$ cat config.mk
export PLATFORM = sky130hd
export DESIGN_NAME = emu_io_link
export DESIGN_NICKNAME = d
export VERILOG_FILES = /design/src/rtl/emu_io_link.sv
export SDC_FILE = /design/constraint.sdc
export NUM_CORES = 1
export LEC_CHECK = 0
export CAP_MARGIN = 20
export CORE_MARGIN = 4
export CORE_UTILIZATION = 55
export DETAILED_ROUTE_END_ITERATION = 10
export PLACE_DENSITY = 0.89
export SYNTH_ARGS = -nofsm -noshare
export SYNTH_HDL_FRONTEND = slang
export SYNTH_SLANG_ARGS = --single-unit
$ cat constraint.sdc
create_clock -name CLK -period 4.9 [get_ports CLK]
set_input_delay 1.225 -clock CLK [delete_from_list [all_inputs] [get_ports CLK]]
set_output_delay 1.225 -clock CLK [all_outputs]
set_load 0.005 [all_outputs]
$ cat src/rtl/emu_io_link.sv
// rtl/emu_io_link.sv - byte-stream command controller for the board-I/O emulator
// Host opcodes drive the packed DUT inputs and return a coherent outputs snapshot.
module emu_io_link #(
    parameter int IN_W   = 14,
    parameter int OUT_W  = 52,
    parameter int SETTLE = 2
) (
    input  logic             CLK,
    input  logic             RST,
    input  logic [7:0]       rx_data,
    input  logic             rx_valid,
    output logic             rx_ready,
    output logic [7:0]       tx_data,
    output logic             tx_valid,
    input  logic             tx_ready,
    output logic [IN_W-1:0]  inputs_state,
    input  logic [OUT_W-1:0] outputs_state,
    output logic             busy
);

    localparam int IN_B  = (IN_W + 7) / 8;
    localparam int OUT_B = (OUT_W + 7) / 8;
    localparam int AW    = $clog2(IN_B + 1);
    localparam int DW    = $clog2(OUT_B + 1);
    localparam int CW    = $clog2(SETTLE + 1);

    localparam logic [AW-1:0] ARG_LAST  = AW'(IN_B - 1);
    localparam logic [DW-1:0] DATA_LAST = DW'(OUT_B - 1);

    typedef enum logic [2:0] {
        S_IDLE,
        S_RX_ARG,
        S_SETTLE,
        S_SNAP,
        S_TX_HDR,
        S_TX_DATA,
        S_TX_ERR
    } state_t;

    state_t                 r_state;
    state_t                 w_next;
    logic [8*IN_B-1:0]      r_shadow;
    logic [8*IN_B-1:0]      w_shadow_next;
    logic [AW-1:0]          r_arg_idx;
    logic [IN_W-1:0]        r_in;
    logic [CW-1:0]          r_cnt;
    logic [8*OUT_B-1:0]     r_snap;
    logic [DW-1:0]          r_tx_idx;
    logic                   w_rx_fire;
    logic                   w_tx_fire;

    assign w_rx_fire    = rx_valid & rx_ready;
    assign w_tx_fire    = tx_valid & tx_ready;
    assign inputs_state = r_in;

    always_comb begin
        w_shadow_next = r_shadow;
        w_shadow_next[r_arg_idx*8 +: 8] = rx_data;
    end

    always_ff @(posedge CLK) begin
        if (RST) begin
            r_state <= S_IDLE;
        end else begin
            r_state <= w_next;
        end
    end

    always_comb begin
        w_next   = r_state;
        rx_ready = 1'b0;
        tx_valid = 1'b0;
        tx_data  = 8'h00;
        busy     = 1'b0;
        case (r_state)
            S_IDLE: begin
                rx_ready = 1'b1;
                if (w_rx_fire) begin
                    if (rx_data == 8'h01)      w_next = S_RX_ARG;
                    else if (rx_data == 8'h02) w_next = S_SNAP;
                    else                       w_next = S_TX_ERR;
                end
            end
            S_RX_ARG: begin
                rx_ready = 1'b1;
                busy     = 1'b1;
                if (w_rx_fire && r_arg_idx == ARG_LAST) w_next = S_SETTLE;
            end
            S_SETTLE: begin
                busy = 1'b1;
                if (r_cnt == '0) w_next = S_SNAP;
            end
            S_SNAP: begin
                busy   = 1'b1;
                w_next = S_TX_HDR;
            end
            S_TX_HDR: begin
                busy     = 1'b1;
                tx_valid = 1'b1;
                tx_data  = 8'hA5;
                if (w_tx_fire) w_next = S_TX_DATA;
            end
            S_TX_DATA: begin
                busy     = 1'b1;
                tx_valid = 1'b1;
                tx_data  = r_snap[r_tx_idx*8 +: 8];
                if (w_tx_fire && r_tx_idx == DATA_LAST) w_next = S_IDLE;
            end
            S_TX_ERR: begin
                busy     = 1'b1;
                tx_valid = 1'b1;
                tx_data  = 8'hEE;
                if (w_tx_fire) w_next = S_IDLE;
            end
            default: w_next = S_IDLE;
        endcase
        // Handshake outputs are masked while reset is held, before the state settles.
        if (RST) begin
            rx_ready = 1'b0;
            tx_valid = 1'b0;
            busy     = 1'b0;
        end
    end

    always_ff @(posedge CLK) begin
        if (RST) begin
            r_shadow  <= '0;
            r_arg_idx <= '0;
            r_in      <= '0;
            r_cnt     <= '0;
            r_snap    <= '0;
            r_tx_idx  <= '0;
        end else begin
            case (r_state)
                S_IDLE: r_arg_idx <= '0;
                S_RX_ARG: begin
                    if (w_rx_fire) begin
                        r_shadow  <= w_shadow_next;
                        r_arg_idx <= r_arg_idx + 1'b1;
                        // Whole word lands at once so the DUT never sees a partial value.
                        if (r_arg_idx == ARG_LAST) begin
                            r_in  <= w_shadow_next[IN_W-1:0];
                            r_cnt <= CW'(SETTLE - 1);
                        end
                    end
                end
                S_SETTLE: if (r_cnt != '0) r_cnt <= r_cnt - 1'b1;
                S_SNAP:    r_snap   <= (8*OUT_B)'(outputs_state);
                S_TX_HDR:  r_tx_idx <= '0;
                S_TX_DATA: if (w_tx_fire) r_tx_idx <= r_tx_idx + 1'b1;
                default: ;
            endcase
        end
    end

endmodule

==> impl_results.md, run 1 <==
* Status: finished clean
* Residual DRC at 0
* Initial Util at 0.568
* Fin. max-slew vios at 0
* VDD IR max at 0.175 mV
* Ys async rst share at 0
* Post-DR wirelength/cell at 16.7 µm
* P per Cell Area at around 350 nW/µm²
* Critical path arrival at roughly 2700 ps
* Die X at between 90 and 100 µm
* Synth Flop Type: dfxtp_1
* Sequential fraction of the synthesis area at 0.435
* Synthesized net count at 565
* Area of the mapped netlist at 4140 µm²
* Final setup vio count at 0
* Vias in the first global route at 3606
* Least-Margin Pin Slew at just under 1000 ps
* Cells after Synth at 494
* Crit-path max FO at 21
* Antenna violations before repair at 0
* Io pins at 89
* Worst rel slew slack at 0.356
* Crit path capture type: output port
* Share of cells above drive strength 1 at 0.0653
* Static Leak at 1.68 nW
* Synth area leaders: dfxtp_1, nand2_1, a21oi_1
* DR vias at slightly below 4000
* Vias per cell at ~5.8
* Congestion Overflow GR at 0
* Clock Sinks at 90
* Worst min path class: reg2reg
* CP Cell Sequence: nor2b_1, o2bb2ai_1, mux2i_1, o21ai_0, clkdlybuf4s50_1
* Core region area at 7290 µm²
* Die Area at approximately 9000 µm²
* CTS H-tree lvls at 3
* Filler Cell Count at 541
* PnR worst setup slack at 935 ps
* Worst skew pair latency at 360 ps
* Detailed Route Iter0 Violations at 294
* IO Port Bufs at 88
* CTS root buffer: clkbuf_8
* CP max stage delay at roughly 960 ps
* Yosys top cell by area: dfxtp_1
* First-pass detailed-route iteration total at 6
* Top-area cell type share of the netlist area at 0.435
* Final nets at 633
* Post-CTS Hold Fix Bufs at 0
* Area delta synth->final at 26.9%
* Critical path class: reg2out
* Setup Buffers After CTS at 0
* Commonest cells post-synth: nand2_1, dfxtp_1, a21oi_1
* First-pass GRT wire length at 17.6 mm
* Fmax at 252 MHz
* Largest net degree at the start of global routing at 68
* Synthesis Warnings at 0
* Yosys cell types at 46
* Number of max-cap violations at 0
* Count leader, synth: nand2_1
* Post_cts resized at 0
* FF+latch area at 1800 µm²
* Worst Setup Start Kind: register
* Final setup skew at 9.07 ps
* Synth Register Bits at 90
* Worst Path Required at 3670 ps
* CTS Buf Count at 9
* Routed WL at 11.1 mm
* CTS clk-pin slew, worst paths at 80 ps
* Multi-input gate area at around 2100 µm²
* GRT Util Overall at 0.252
* Site Rows at 31
* Final Hold Fails at 0
* Maximum clock path buffer count at 2
* Min Clock Period, post-route at 3960 ps
* Util after Layout at 0.721
* CTS tree: done
* Final period util at 0.809
* Post-DP HPWL at just under 8 mm
* Antenna-violating nets left at 0
* RSZ-0062 raised after global routing: no
* Finished Cell Area at ~5300 µm²
* Antenna Cells at 0
* Chip height at 94.8 µm
* Synthesized area per cell at 8.39 µm²
* GP Congestion at 0.891
* CP max-delay cell: dfxtp_1
* Number of synthesized flops with an enable pin at 0
* Setup tns final at 0 ps
* Place WS at about 1400 ps
* DP Area at 4990 µm²
layout make-up:
class                           count  area share
Multi-Input combinational cell    358       0.403
Sequential cell                    90       0.343
Timing Repair Buffer               94       0.179
Clock buffer                       12      0.0314
Tap cell                           99      0.0236
Clock inverter                      4      0.0138
Inverter                            9     0.00643
report_power, final:
part	leakage, nW	switching (mW)	internal [mW]
registers	0.726	0.0644	0.777
clock network	0.119	0.255	0.328
logic	0.834	0.223	0.218
total	1.68	0.542	1.32
metal layers:
layer	up-vias	routed length [µm]	GRT usage
met1	1822	4500	0.321
met3	23	796	0.0606
met2	158	5600	0.420
met5	-	0	0
li1	1856	-	-
met4	0	210	0.0793
cell families after synthesis:
logic type | count (synthesis) | synth area share
simple gates | 198 | 0.215
buf+inv | 46 | 0.0556
flops | 90 | 0.435
fa+ha+maj | 7 | 0.0211
compound gates | 128 | 0.189
xor+xnor | 1 | 0.00211
mux | 24 | 0.0821
flip-flops by register name, indices dropped and copies added (netlist names):
| register | flops |
|---|---|
| r_tx_idx | 3 |
| r_arg_idx | 2 |
| r_snap | 52 |
| inputs_state | 14 |
| r_shadow | 14 |
| r_state | 3 |
| r_cnt | 2 |
worst paths after layout:
check | end | cells after the start | slack (ps) | from
min reg2reg | r_snap[36]$_SDFFE_PP0P_ | 2 | 460 | r_snap[36]$_SDFFE_PP0P_
max reg2reg | inputs_state[6]$_SDFFE_PP0P_ | 4 | 2680 | r_state[2]$_SDFFE_PP0P_
min | r_snap[36]$_SDFFE_PP0P_ | 2 | 460 | r_snap[36]$_SDFFE_PP0P_
max | tx_data[3] | 5 | 940 | r_tx_idx[0]$_SDFFE_PP0P_
critical path: cells and delay by family (launching register included):
kind	cells	cell delay, ps
flip-flops	1	960
buffers and inverters	1	560
AO/OA/AOI/OAI	2	400
AND/OR/NAND/NOR	1	350
multiplexers	1	100
cell usage in the layout (no fill, tap or decap), types with 3 or more instances in the layout:
cell type,synthesis,routed
nand2_1,111,111
dfxtp_1,90,90
clkdlybuf4s50_1,0,87
a21oi_1,68,68
nor2_1,42,41
a211oi_1,26,26
mux2i_1,16,16
o21ai_0,12,12
nor3_1,12,12
clkbuf_8,0,12
nor2b_1,10,10
inv_1,9,9
mux4_2,8,8
ha_1,7,7
buf_4,4,5
o2bb2ai_1,4,4
a221oi_1,4,4
a311oi_1,3,3
a21o_1,3,3
through the flow:
stage                     cells  hold slack [ps]  total power, mW
after floorplan             494              432             1.13
after global placement      649              442             1.27
after detailed placement    649              452             1.28
after CTS                   665              463             1.85
after global routing        666              481             1.95
final                       666              460             1.87
No activity file was read; power rests on OpenSTA's default activity.
==> inputs of run 2 (changes only) <==
Settings changed: CORE_UTILIZATION 55 to 51, PLACE_DENSITY 0.89 to 0.83.
Clock period 4.9 ns to 3.8 ns, I/O delays scaled along.
==> impl_results.md, run 2 (synthesis results as in run 1) <==
* Status: finished clean
* Finished Cell Area at 5240 µm²
* GP Congestion at 0.859
* Site Rows at 32
* Final period util at 0.943
* Die X at 98.1 µm
* VDD IR max at 0.274 mV
* Critical path class: reg2out
* Most frequent cells in the layout: nand2_1, dfxtp_1, clkdlybuf4s50_1
* Min Clock Period, post-route at 3580 ps
* Largest net degree at the start of global routing at between 70 and 80
* Setup tns final at 0 ps
* Most common cell after layout, fill and taps aside: nand2_1
* Worst min path class: reg2reg
* Util after Layout at 0.671
* Post-DR wirelength/cell at 15.5 µm
* Final setup vio count at 0
* Vias in the first global route at ~3600
* Vias per cell at around 5.6
* Io pins at 89
* CTS clk-pin slew, worst paths at 90 ps
* Clock Sinks at 90
* Initial Util at 0.531
* Core region area at approximately 8000 µm²
* P per Cell Area at between 400 and 500 nW/µm²
* Reg with most FFs: r_snap
* Worst Path Required at 2850 ps
* CTS root buffer: clkbuf_8
* Max reg flops at 52
* First-pass GRT wire length at 17.3 mm
* Chip height at 98.1 µm
* Worst Setup Start Kind: register
* Crit path capture type: output port
* DP Area at 5010 µm²
* CTS Buf Count at 9
* CTS tree: done
* Setup Buffers After CTS at 0
* Congestion Overflow GR at 0
* Post-CTS Hold Fix Bufs at 0
* Residual DRC at 0
* Number of max-cap violations at 0
* RSZ-0062 raised after global routing: no
* Share of cells above drive strength 1 at 0.0685
* Static Leak at 1.67 nW
* Fmax at 279 MHz
* GRT Util Overall at 0.217
* Routed WL at 10.4 mm
* Post-DP HPWL at 7.51 mm
* Detailed Route Iter0 Violations at roughly 210
* DR vias at 3785
* Area delta synth->final at 26.5%
* Antenna-violating nets left at 0
* IO Port Bufs at 88
* Final Hold Fails at 0
* Crit-path max FO at 20
* Fin. max-slew vios at 0
* Worst skew pair latency at 360 ps
* Worst rel slew slack at 0.418
* Critical path arrival at 2630 ps
* CTS H-tree lvls at 3
* Antenna Cells at 0
* Final setup skew at 15.1 ps
* Final nets at 635
* First-pass detailed-route iteration total at 5
* Least-Margin Pin Slew at just under 900 ps
* Maximum clock path buffer count at 2
* Post_cts resized at 0
* Antenna violations before repair at 0
* Die Area at between 9000 and 10000 µm²
run 2: cell types whose count changed in the layout (fill, tap and decap cells not counted), sizes merged:
cell,before,now
clkinv,1,2
inv,9,10
buf,7,9
clkbuf,12,11
bufinv,2,1
run 2: final cells by class:
type                       count  area [µm²]
sequential                    90        1800
clock buffer                  11         151
clock inverter                 5        60.1
multi-input combinational    358        2120
tap                          102         128
timing repair buffer          96         948
fill                         639        2560
inverter                       9        33.8
run 2: per-layer routing:
metal  track usage  up-vias  wire, µm
met2         0.357      138      5070
met5             0        -         0
met1         0.289     1773      4500
met4        0.0567        0       140
li1              -     1857         -
met3        0.0514       17       690
run 2: worst paths after layout:
| check | start | slack (ps) | endpoint | cells past startpoint |
|---|---|---|---|---|
| worst max-delay path | r_tx_idx[1]$_SDFFE_PP0P_ | 220 | tx_data[1] | 4 |
| worst max register to register | r_tx_idx[1]$_SDFFE_PP0P_ | 1700 | r_state[0]$_SDFFE_PP0P_ | 5 |
| worst min register to register | r_snap[19]$_SDFFE_PP0P_ | 460 | r_snap[19]$_SDFFE_PP0P_ | 2 |
| worst min-delay path | r_snap[19]$_SDFFE_PP0P_ | 460 | r_snap[19]$_SDFFE_PP0P_ | 2 |
run 2: stage by stage:
step | cells | hold WS, ps | power, mW | worst slack, ps
after global routing | 671 | 480 | 2.44 | 96.7
after global placement | 654 | 441 | 1.64 | 683
final | 671 | 464 | 2.33 | 218
after CTS | 670 | 460 | 2.33 | 207
after detailed placement | 654 | 447 | 1.65 | 618
after floorplan | 494 | 432 | 1.45 | 1240
run 2: where the power goes:
part	switching, mW	internal (mW)	leakage (nW)
clock network	0.345	0.343	0.106
logic	0.281	0.281	0.842
registers	0.0747	1.00	0.726
run 2: worst max-delay path, stage by stage (launching register included):
cell and delay [ps]:
dfxtp_1 900, mux4_2 600, mux2i_1 140, o21ai_0 160, clkdlybuf4s50_1 480
==> inputs of run 3 (changes only) <==
Settings changed: CORE_UTILIZATION 51 to 60, DONT_BUFFER_PORTS from default to 1, PLACE_DENSITY 0.83 to 0.79.
==> impl_results.md, run 3 (synthesis results as in run 1) <==
* Status: finished clean
* Final nets at 544
* Buffer and inverter count on the worst path at 0
* Final period util at 0.826
* Post_cts resized at 0
* Worst Setup Start Kind: register
* Largest net degree at the start of global routing at 100
* IO Port Bufs at 0
* Vias in the first global route at 3225
* CTS H-tree lvls at 3
* Core region area at 6760 µm²
* Share of cells above drive strength 1 at 0.0713
* Initial Util at 0.613
* Detailed Route Iter0 Violations at between 200 and 250
* Routed WL at 9.19 mm
* Critical path arrival at 2190 ps
* Antenna violations before repair at 0
* Fmax at between 300 and 400 MHz
* Setup Buffers After CTS at 0
* P per Cell Area at between 400 and 500 nW/µm²
* CP Depth at 3
* Worst min path class: reg2reg
* Least-Margin Pin Slew at 933 ps
* Congestion Overflow GR at 0
* Area delta synth->final at 3.71%
* CP max stage delay at 860 ps
* Number of max-cap violations at 0
* Final Hold Fails at 0
* Final setup vio count at 0
* Site Rows at 30
* CP Cell Sequence: mux4_2, mux2i_1, o21ai_0
* Worst Path Required at 2850 ps
* Final setup skew at 8.61 ps
* Chip height at 91.1 µm
* Multi-input gate area at 2120 µm²
* Hold path depth at 2
* Worst skew pair latency at 350 ps
* VDD IR max at 0.337 mV
* Register-to-Register Path Depth at 4
* Post-DP HPWL at 6.63 mm
* CTS clk-pin slew, worst paths at 90 ps
* Critical path class: reg2out
* Crit-path max FO at 20
* GP Congestion at 0.878
* Crit-path leading delay family: flip-flops
* CTS tree: done
* CTS Buf Count at 9
* Vias per cell at 6.05
* Worst rel slew slack at 0.378
* Maximum clock path buffer count at 2
* Antenna Cells at 0
* Reg with most FFs: r_snap
* Residual DRC at 0
* First-pass detailed-route iteration total at 4
* DR vias at 3368
* GRT Util Overall at 0.228
* Static Leak at 1.31 nW
* Most common cell after layout, fill and taps aside: nand2_1
* Antenna-violating nets left at 0
* Die Area at 8300 µm²
* Crit path capture type: output port
* Clock Sinks at 90
* Post-DR wirelength/cell at about 16 µm
* Io pins at 89
* FF+latch area at ~1800 µm²
* First-pass GRT wire length at 15.4 mm
* Post-CTS Hold Fix Bufs at 0
* CP max-delay cell: dfxtp_1
* Setup tns final at 0 ps
* RSZ-0062 raised after global routing: no
* Util after Layout at 0.636
* Most frequent cells in the layout: nand2_1, dfxtp_1, a21oi_1
* CTS root buffer: clkbuf_8
* Filler Cell Count at 599
* Min Clock Period, post-route at 3140 ps
* Max reg flops at 52
* Die X at 91.1 µm
* Fin. max-slew vios at 0
[run 3: cell count changes in the layout (fill, tap and decap cells not counted)]
cell,delta
clkdlybuf4s50_1,-87
buf_4,-3
clkbuf_8,-2
clkinv_4,+2
buf_2,-1
inv_6,-1
[run 3: metal layers]
| layer | part of all wire | global-route usage | wire length (µm) |
|---|---|---|---|
| met4 | 0.025 | 0.0804 | 233 |
| met2 | 0.47 | 0.368 | 4340 |
| met3 | 0.082 | 0.0655 | 757 |
| met1 | 0.42 | 0.290 | 3850 |
| met5 | 0 | 0 | 0 |
[run 3: path summary, 6_finish.rpt]
| path | start | end | slack [ps] |
|---|---|---|---|
| max reg2reg | r_state[0]$_SDFFE_PP0P_ | r_cnt[0]$_SDFFE_PP0P_ | 1540 |
| min | r_arg_idx[1]$_SDFFE_PP0P_ | r_arg_idx[1]$_SDFFE_PP0P_ | 450 |
| min reg2reg | r_arg_idx[1]$_SDFFE_PP0P_ | r_arg_idx[1]$_SDFFE_PP0P_ | 450 |
| max | r_tx_idx[1]$_SDFFE_PP0P_ | tx_data[1] | 660 |
[run 3: worst register-to-register path, delay by kind of cell (launching register included)]
kind / cells / cell delay [ps]
AND/OR/NAND/NOR: 3 / 1140
flip-flops: 1 / 780
AO/OA/AOI/OAI: 1 / 270
[run 3: layout make-up]
| type | instances | share of cell area |
|---|---|---|
| multi-input cells | 358 | 0.493 |
| flip-flops and latches | 90 | 0.419 |
| clock buffers | 9 | 0.0288 |
| well taps | 80 | 0.0233 |
| clock inverters | 6 | 0.0160 |
| repair buffers | 5 | 0.0116 |
| inverters | 9 | 0.00786 |
[run 3: power by group]
group	leakage (nW)	total, mW	switching [mW]	internal (mW)
registers	0.726	1.10	0.0970	1.00
logic	0.493	0.375	0.210	0.165
clock network	0.0953	0.635	0.332	0.303
[run 3: through the flow]
stage | instance area, µm² | instances | power [mW] | hold WS, ps | setup slack (ps)
floorplan | 4140 | 494 | 1.45 | 432 | 1240
global placement | 4090 | 541 | 1.48 | 438 | 1170
detailed placement | 4090 | 541 | 1.49 | 438 | 1080
CTS | 4280 | 556 | 2.11 | 450 | 623
global route | 4300 | 557 | 2.22 | 469 | 487
finish | 4300 | 557 | 2.11 | 450 | 659
